`config.mk`:
```
export PLATFORM = sky130hd
export DESIGN_NAME = conv_systolic_pe_flat
export DESIGN_NICKNAME = d
export VERILOG_FILES = /design/src/rtl/conv_pkg.sv /design/src/rtl/conv_systolic_pe_if.sv /design/src/rtl/conv_res_fifo.sv /design/src/rtl/conv_systolic_pe.sv /design/src/flat_wrapper.sv
export SDC_FILE = /design/constraint.sdc
export NUM_CORES = 1
export LEC_CHECK = 0
export CAP_MARGIN = 20
export CELL_PAD_IN_SITES_DETAIL_PLACEMENT = 1
export CELL_PAD_IN_SITES_GLOBAL_PLACEMENT = 1
export CORE_MARGIN = 5
export CORE_UTILIZATION = 52
export DETAILED_ROUTE_END_ITERATION = 8
export GPL_TIMING_DRIVEN = 0
export PLACE_DENSITY_LB_ADDON = 0.1
export SLEW_MARGIN = 15
export SYNTH_ARGS = -nofsm -noshare
export SYNTH_HDL_FRONTEND = slang
export SYNTH_HIERARCHICAL = 1
export SYNTH_SLANG_ARGS = --single-unit
```
`constraint.sdc`:
```
create_clock -name clk -period 20.7 [get_ports clk]
set_clock_uncertainty 0.2 [all_clocks]
set_input_delay 4.14 -clock clk [delete_from_list [all_inputs] [get_ports clk]]
set_output_delay 4.14 -clock clk [all_outputs]
set_load 0.005 [all_outputs]
```
`src/rtl/conv_pkg.sv`:
```
// Shared types, default widths and the result saturation helper for the systolic convolution array.
package conv_pkg;

   localparam int unsigned DEF_DATA_W = 16;
   localparam int unsigned DEF_ACC_W  = 40;
   localparam int unsigned DEF_OUT_W  = 32;
   localparam int unsigned DEF_TAP_W  = 8;
   localparam int unsigned SAT_W      = 64;

   typedef enum logic {
      IDLE  = 1'b0,
      ACCUM = 1'b1
   } pe_state_e;

   // Clamp a sign-extended value to the signed range of an out_w-bit result.
   function automatic logic signed [SAT_W-1:0] sat_to_out(input logic signed [SAT_W-1:0] val,
                                                          input int unsigned out_w);
      logic signed [SAT_W-1:0] hi;
      logic signed [SAT_W-1:0] lo;
      hi = (64'sd1 <<< (out_w - 1)) - 64'sd1;
      lo = -hi - 64'sd1;
      if (val > hi)      return hi;
      else if (val < lo) return lo;
      else               return val;
   endfunction

endpackage

```
`src/rtl/conv_systolic_pe_if.sv`:
```
// Result handshake between a processing element and the row collector.
interface conv_systolic_pe_if #(
   parameter int unsigned OUT_W = 32
);
   logic signed [OUT_W-1:0] res_out;
   logic                    res_vld;
   logic                    res_rdy;

   modport master (output res_out, res_vld, input res_rdy);
   modport slave  (input res_out, res_vld, output res_rdy);
endinterface

```
`src/rtl/conv_res_fifo.sv`:
```
// Two-entry synchronous result FIFO; push and pop in the same cycle are legal at any occupancy.
module conv_res_fifo #(
   parameter int unsigned OUT_W = 32
) (
   input  logic                    clk,
   input  logic                    reset,
   input  logic                    push,
   input  logic signed [OUT_W-1:0] wr_data,
   input  logic                    pop,
   output logic signed [OUT_W-1:0] rd_data,
   output logic                    full,
   output logic                    empty
);

   logic signed [OUT_W-1:0] mem [2];
   logic                    rd_ptr;
   logic                    wr_ptr;
   logic [1:0]              count;
   logic                    do_push;
   logic                    do_pop;

   // A pop frees the head slot, so a full FIFO may accept a push in the same cycle.
   assign do_pop  = pop & (count != 2'd0);
   assign do_push = push & ((count != 2'd2) | do_pop);

   always_ff @(posedge clk) begin
      if (reset) begin
         for (int i = 0; i < 2; i++) mem[i] <= '0;
         rd_ptr <= 1'b0;
         wr_ptr <= 1'b0;
         count  <= 2'd0;
      end else begin
         if (do_push) begin
            mem[wr_ptr] <= wr_data;
            wr_ptr      <= ~wr_ptr;
         end
         if (do_pop) rd_ptr <= ~rd_ptr;
         count <= count + 2'(do_push) - 2'(do_pop);
      end
   end

   assign rd_data = mem[rd_ptr];
   assign full    = (count == 2'd2);
   assign empty   = (count == 2'd0);

endmodule

```
`src/rtl/conv_systolic_pe.sv`:
```
// Systolic convolution PE: forwards operands east/south, accumulates a tap window, buffers saturated results.
// Define CONV_PE_RELU_EN to clamp negative results to zero before they enter the buffer.
module conv_systolic_pe
   import conv_pkg::*;
#(
   parameter int unsigned DATA_W = DEF_DATA_W,
   parameter int unsigned ACC_W  = DEF_ACC_W,
   parameter int unsigned OUT_W  = DEF_OUT_W,
   parameter int unsigned TAP_W  = DEF_TAP_W
) (
   input  logic                     clk,
   input  logic                     reset,
   input  logic                     en,
   input  logic [TAP_W-1:0]         taps_cfg,
   input  logic signed [DATA_W-1:0] a_in,
   input  logic                     a_vld_in,
   input  logic signed [DATA_W-1:0] b_in,
   input  logic                     b_vld_in,
   output logic signed [DATA_W-1:0] a_out,
   output logic                     a_vld_out,
   output logic signed [DATA_W-1:0] b_out,
   output logic                     b_vld_out,
   conv_systolic_pe_if.master       res_if,
   output logic                     busy,
   output logic                     res_ovf
);

   localparam int unsigned PROD_W = 2 * DATA_W;

   pe_state_e               state;
   pe_state_e               state_d;
   logic signed [ACC_W-1:0] acc;
   logic signed [ACC_W-1:0] acc_d;
   logic [TAP_W-1:0]        tap_cnt;
   logic [TAP_W-1:0]        tap_cnt_d;
   logic [TAP_W-1:0]        win_q;
   logic [TAP_W-1:0]        win_d;
   logic [TAP_W-1:0]        win;
   logic                    fire;
   logic                    done;
   logic signed [PROD_W-1:0] prod;
   logic signed [ACC_W-1:0] prod_ext;
   logic signed [ACC_W-1:0] acc_sum;
   logic signed [ACC_W-1:0] res_acc;
   logic signed [SAT_W-1:0] res_sat;
   logic signed [OUT_W-1:0] res_val;
   logic signed [OUT_W-1:0] fifo_rd_data;
   logic                    fifo_full;
   logic                    fifo_empty;

   assign fire     = en & a_vld_in & b_vld_in;
   assign prod     = a_in * b_in;
   assign prod_ext = ACC_W'(prod);
   assign acc_sum  = acc + prod_ext;
   assign win      = (taps_cfg == '0) ? TAP_W'(1) : taps_cfg;

   // Operand forwarding, frozen while en is low.
   always_ff @(posedge clk) begin
      if (reset) begin
         a_out     <= '0;
         a_vld_out <= 1'b0;
         b_out     <= '0;
         b_vld_out <= 1'b0;
      end else if (en) begin
         a_out     <= a_in;
         a_vld_out <= a_vld_in;
         b_out     <= b_in;
         b_vld_out <= b_vld_in;
      end
   end

   // State and MAC registers.
   always_ff @(posedge clk) begin
      if (reset) begin
         state   <= IDLE;
         acc     <= '0;
         tap_cnt <= '0;
         win_q   <= '0;
      end else begin
         state   <= state_d;
         acc     <= acc_d;
         tap_cnt <= tap_cnt_d;
         win_q   <= win_d;
      end
   end

   always_comb begin
      state_d = state;
      case (state)
         IDLE:    if (fire && win != TAP_W'(1)) state_d = ACCUM;
         ACCUM:   if (fire && tap_cnt == win_q - TAP_W'(1)) state_d = IDLE;
         default: state_d = IDLE;
      endcase
   end

   // Datapath updates; a completing fire clears the accumulator and raises done.
   always_comb begin
      acc_d     = acc;
      tap_cnt_d = tap_cnt;
      win_d     = win_q;
      done      = 1'b0;
      res_acc   = acc_sum;
      case (state)
         IDLE: begin
            if (fire) begin
               win_d = win;
               if (win == TAP_W'(1)) begin
                  done      = 1'b1;
                  res_acc   = prod_ext;
                  acc_d     = '0;
                  tap_cnt_d = '0;
               end else begin
                  acc_d     = prod_ext;
                  tap_cnt_d = TAP_W'(1);
               end
            end
         end
         ACCUM: begin
            if (fire) begin
               if (tap_cnt == win_q - TAP_W'(1)) begin
                  done      = 1'b1;
                  acc_d     = '0;
                  tap_cnt_d = '0;
               end else begin
                  acc_d     = acc_sum;
                  tap_cnt_d = tap_cnt + TAP_W'(1);
               end
            end
         end
         default: ;
      endcase
   end

   assign res_sat = sat_to_out(SAT_W'(res_acc), OUT_W);

`ifdef CONV_PE_RELU_EN
   assign res_val = res_sat[OUT_W-1] ? '0 : OUT_W'(res_sat);
`else
   assign res_val = OUT_W'(res_sat);
`endif

   conv_res_fifo #(.OUT_W(OUT_W)) u_res_fifo (
      .clk     (clk),
      .reset   (reset),
      .push    (done),
      .wr_data (res_val),
      .pop     (res_if.res_rdy),
      .rd_data (fifo_rd_data),
      .full    (fifo_full),
      .empty   (fifo_empty)
   );

   // Sticky drop flag: a completed window found the buffer full with no pop.
   always_ff @(posedge clk) begin
      if (reset)                                   res_ovf <= 1'b0;
      else if (done && fifo_full && !res_if.res_rdy) res_ovf <= 1'b1;
   end

   assign res_if.res_out = fifo_rd_data;
   assign res_if.res_vld = ~fifo_empty;
   assign busy           = (state == ACCUM);

endmodule
```
`src/flat_wrapper.sv`:
```
// flat-port wrapper written by rule: the top's interface ports become plain ports
module conv_systolic_pe_flat import conv_pkg::*;
#(
   parameter int unsigned DATA_W = DEF_DATA_W,
   parameter int unsigned ACC_W  = DEF_ACC_W,
   parameter int unsigned OUT_W  = DEF_OUT_W,
   parameter int unsigned TAP_W  = DEF_TAP_W
)
  (clk, reset, en, taps_cfg, a_in, a_vld_in, b_in, b_vld_in, a_out, a_vld_out, b_out, b_vld_out, busy, res_ovf, res_if_res_out, res_if_res_vld, res_if_res_rdy);
  conv_systolic_pe_if #(.OUT_W(OUT_W)) res_if_i ();
  input  logic clk;
  input  logic reset;
  input  logic en;
  input  logic [TAP_W-1:0] taps_cfg;
  input  logic signed [DATA_W-1:0] a_in;
  input  logic a_vld_in;
  input  logic signed [DATA_W-1:0] b_in;
  input  logic b_vld_in;
  output logic signed [DATA_W-1:0] a_out;
  output logic a_vld_out;
  output logic signed [DATA_W-1:0] b_out;
  output logic b_vld_out;
  output logic busy;
  output logic res_ovf;
  output wire logic [$bits(res_if_i.res_out)-1:0] res_if_res_out;
  output wire logic [$bits(res_if_i.res_vld)-1:0] res_if_res_vld;
  input wire logic [$bits(res_if_i.res_rdy)-1:0] res_if_res_rdy;
  assign res_if_res_out = res_if_i.res_out;
  assign res_if_res_vld = res_if_i.res_vld;
  assign res_if_i.res_rdy = res_if_res_rdy;
  conv_systolic_pe #(.DATA_W(DATA_W), .ACC_W(ACC_W), .OUT_W(OUT_W), .TAP_W(TAP_W)) u_core (.clk(clk), .reset(reset), .en(en), .taps_cfg(taps_cfg), .a_in(a_in), .a_vld_in(a_vld_in), .b_in(b_in), .b_vld_in(b_vld_in), .a_out(a_out), .a_vld_out(a_vld_out), .b_out(b_out), .b_vld_out(b_vld_out), .res_if(res_if_i), .busy(busy), .res_ovf(res_ovf));
endmodule
```
==> qor.txt <==
Status - complete, no violations
Number of global-route vias before repair - 17300
Synth cell count leaders - inv_1, fa_1, and2_1, nand2_1, nor2_1
Crit path kind - input pin to flop
Total Die Area - 0.0413 mm2
Initial core utilization - 52.9%
Root Driver - clkbuf_16
Clock-pin slew on the worst setup and hold paths - 0.07 ns
Die H - 203 um
IO buf count - 110
Crit path launch type - input pin
CP max stage cell - clkdlybuf4s50_1
First-pass GRT wire length - 95.1 mm
# diodes - 0
Cts bufs inserted - 17
Ratio of cells with drive above 1 in the final layout - 5.94%
DRT antenna net count - 0
Final setup vio count - 0
Top cell type's share of synthesized area - 27.1%
Minimum clock period - 14.68 ns
CTS resizes - 0
Slew HR - 22.8%
CTS tree - done
Worst min path class - flop to flop
Fillers - 4226
Sequential element share of the synthesized area - 19.9%
Post-synth EDFFs - 64
Vias per cell - 5.74
Fin crit share - 70.9%
Total Nets Final - 2646
Setup Total Neg Slack - 0 ns
Most used cell, CP - fa_1
Top-count cell post-synth - inv_1
Cell family with most CP delay - adder cells
Top cells by area, synth - fa_1, dfxtp_1, edfxtp_1
Worst Max-Slew Pin Slew - 1.14 ns
Post-CTS Hold Buffers - 0
DRC - 0
Synth warn - 6
1st-iter DRT viols - 861
Clk buf depth - 2
Synth Cell Area - 0.0194 mm2
Worst-skew pair later-pin latency - 0.45 ns
Gr usage total - 29.1%
Placed Cells incl. Taps - 2660
Total grt overflow - 0
DRT Wirelength - 59.4 mm
Delay of the slowest critical-path stage - 0.85 ns
Final HPWL DP - 47.1 mm
Final-report max-slew violation count - 0
R2R Setup Slk - 15.65 ns
Final hold viol count - 0
Yosys reg bits - 161
Io pins - 115
TritonRoute pass-1 iters - 7
Per-cell routed wire length - 22.1 um
Yosys cell types - 72
Met1 WL - 24.8 mm
Via count - 15500
Unrepaired setup endpoints after global routing - no
Met3 wire length - 2.41 mm
Met2 WL - 29.7 mm
Worst EP required - 20.69 ns
Core area - 0.0367 mm2
Die Width - 203 um
Htree depth - 4
Synthesized instance count - 2081
Post-Layout Cell Count - 2692
Ys async rst share - 0%
Crit Path Max Fanout - 10
Primary FF master, synth - dfxtp_1
Post-CTS Repair Setup Buffers - 0
Top sig layer - met4
Synth Area per Inst - 9.33 um2
Syn nets - 2516
Clk sinks - 161
Largest net degree at the start of global routing - 33
Initial antenna violation count - 0
Worst setup EP type - flop
CP bufs+invs - 7
Area leader, netlist - fa_1
GPL Wtd Cong - 0.952
Max cap viols - 0
FP Rows - 70
Critical path arrival - 14.67 ns
Max Freq - 0.0681 GHz
Synthesis-to-layout area growth - 11.8%
cell families after synthesis:
| group | share of synthesized area [%] |
|---|---|
| mux | 4.96 |
| xor+xnor | 4.24 |
| flops | 19.9 |
| compound gates | 10.9 |
| fa+ha+maj | 35.2 |
| buf+inv | 8.14 |
| simple gates | 16.6 |
state kept, by name, summed over array words and instances, names as in the netlist, named ones only:
register,flops
u_core/acc,40
u_core/res_ovf,1
u_core/a_out,16
u_core/b_vld_out,1
u_core/u_res_fifo/wr_ptr,1
u_core/u_res_fifo/count,2
u_core/a_vld_out,1
u_core/busy,1
u_core/tap_cnt,8
u_core/u_res_fifo/mem,64
u_core/b_out,16
u_core/win_q,8
u_core/u_res_fifo/rd_ptr,1
per-layer routing:
metal  track usage, %  vias up
li1                 -     7015
met1             36.1     7873
met2             51.4      437
met3             3.86      138
met4             11.8        0
met5                0        -
cell usage in the layout, fill, tap and decap left out, types with 9 or more instances in the layout:
cell type / n
inv_1: 304
nand2_1: 181
mux2_2: 31
clkbuf_16: 17
clkdlybuf4s50_1: 110
edfxtp_1: 64
fa_1: 263
a21o_1: 25
xnor2_1: 62
a31oi_1: 9
clkbuf_1: 76
mux2i_1: 59
xor2_1: 32
nor3_1: 50
dfxtp_1: 97
nor2_1: 135
nand4_1: 18
a211oi_1: 9
buf_6: 9
a21oi_1: 94
nand3_1: 9
nand2b_1: 16
ha_1: 126
nor2b_1: 13
o21ai_0: 38
a221oi_1: 29
o21ai_2: 30
and2_1: 194
tightest hold or removal path, stage by stage (launching register included):
cell and delay, ns:
dfxtp_1 0.33, a31oi_1 0.04, nor2_1 0.07
final cells by class:
type | count | area (um2) | area share [%]
buffer | 97 | 439 | 2.02
inverter | 304 | 1140 | 5.25
clock inverter | 15 | 149 | 0.686
tap | 468 | 586 | 2.70
multi-input combinational | 1519 | 14000 | 64.4
clock buffer | 17 | 425 | 1.96
sequential | 161 | 3860 | 17.8
timing repair buffer | 111 | 1130 | 5.20
metrics by stage:
stage          hold WS [ns]  utilization (%)  cell area (um2)  setup slack (ns)
2_1_floorplan         0.248                -            19400              7.98
3_3_place_gp          0.251             57.5            21100              5.81
3_5_place_dp          0.272             57.6            21100              5.63
4_1_cts               0.287             59.2            21700              6.09
5_1_grt               0.324             59.2            21700              5.55
6_report              0.281             59.2            21700              6.02
path summary, 6_finish.rpt:
check                  startpoint                            to  depth (start not counted)
hold / removal     u_core/res_ovf                u_core/res_ovf                          2
hold reg to reg    u_core/res_ovf                u_core/res_ovf                          2
setup reg to reg  u_core/win_q[0]  u_core/u_res_fifo/mem[1][27]                         11
setup / recovery          b_in[3]   u_core/u_res_fifo/mem[1][9]                         36
Power is not shown: default switching activity piles up to over one toggle a cycle in this logic, so the estimate is an artifact.
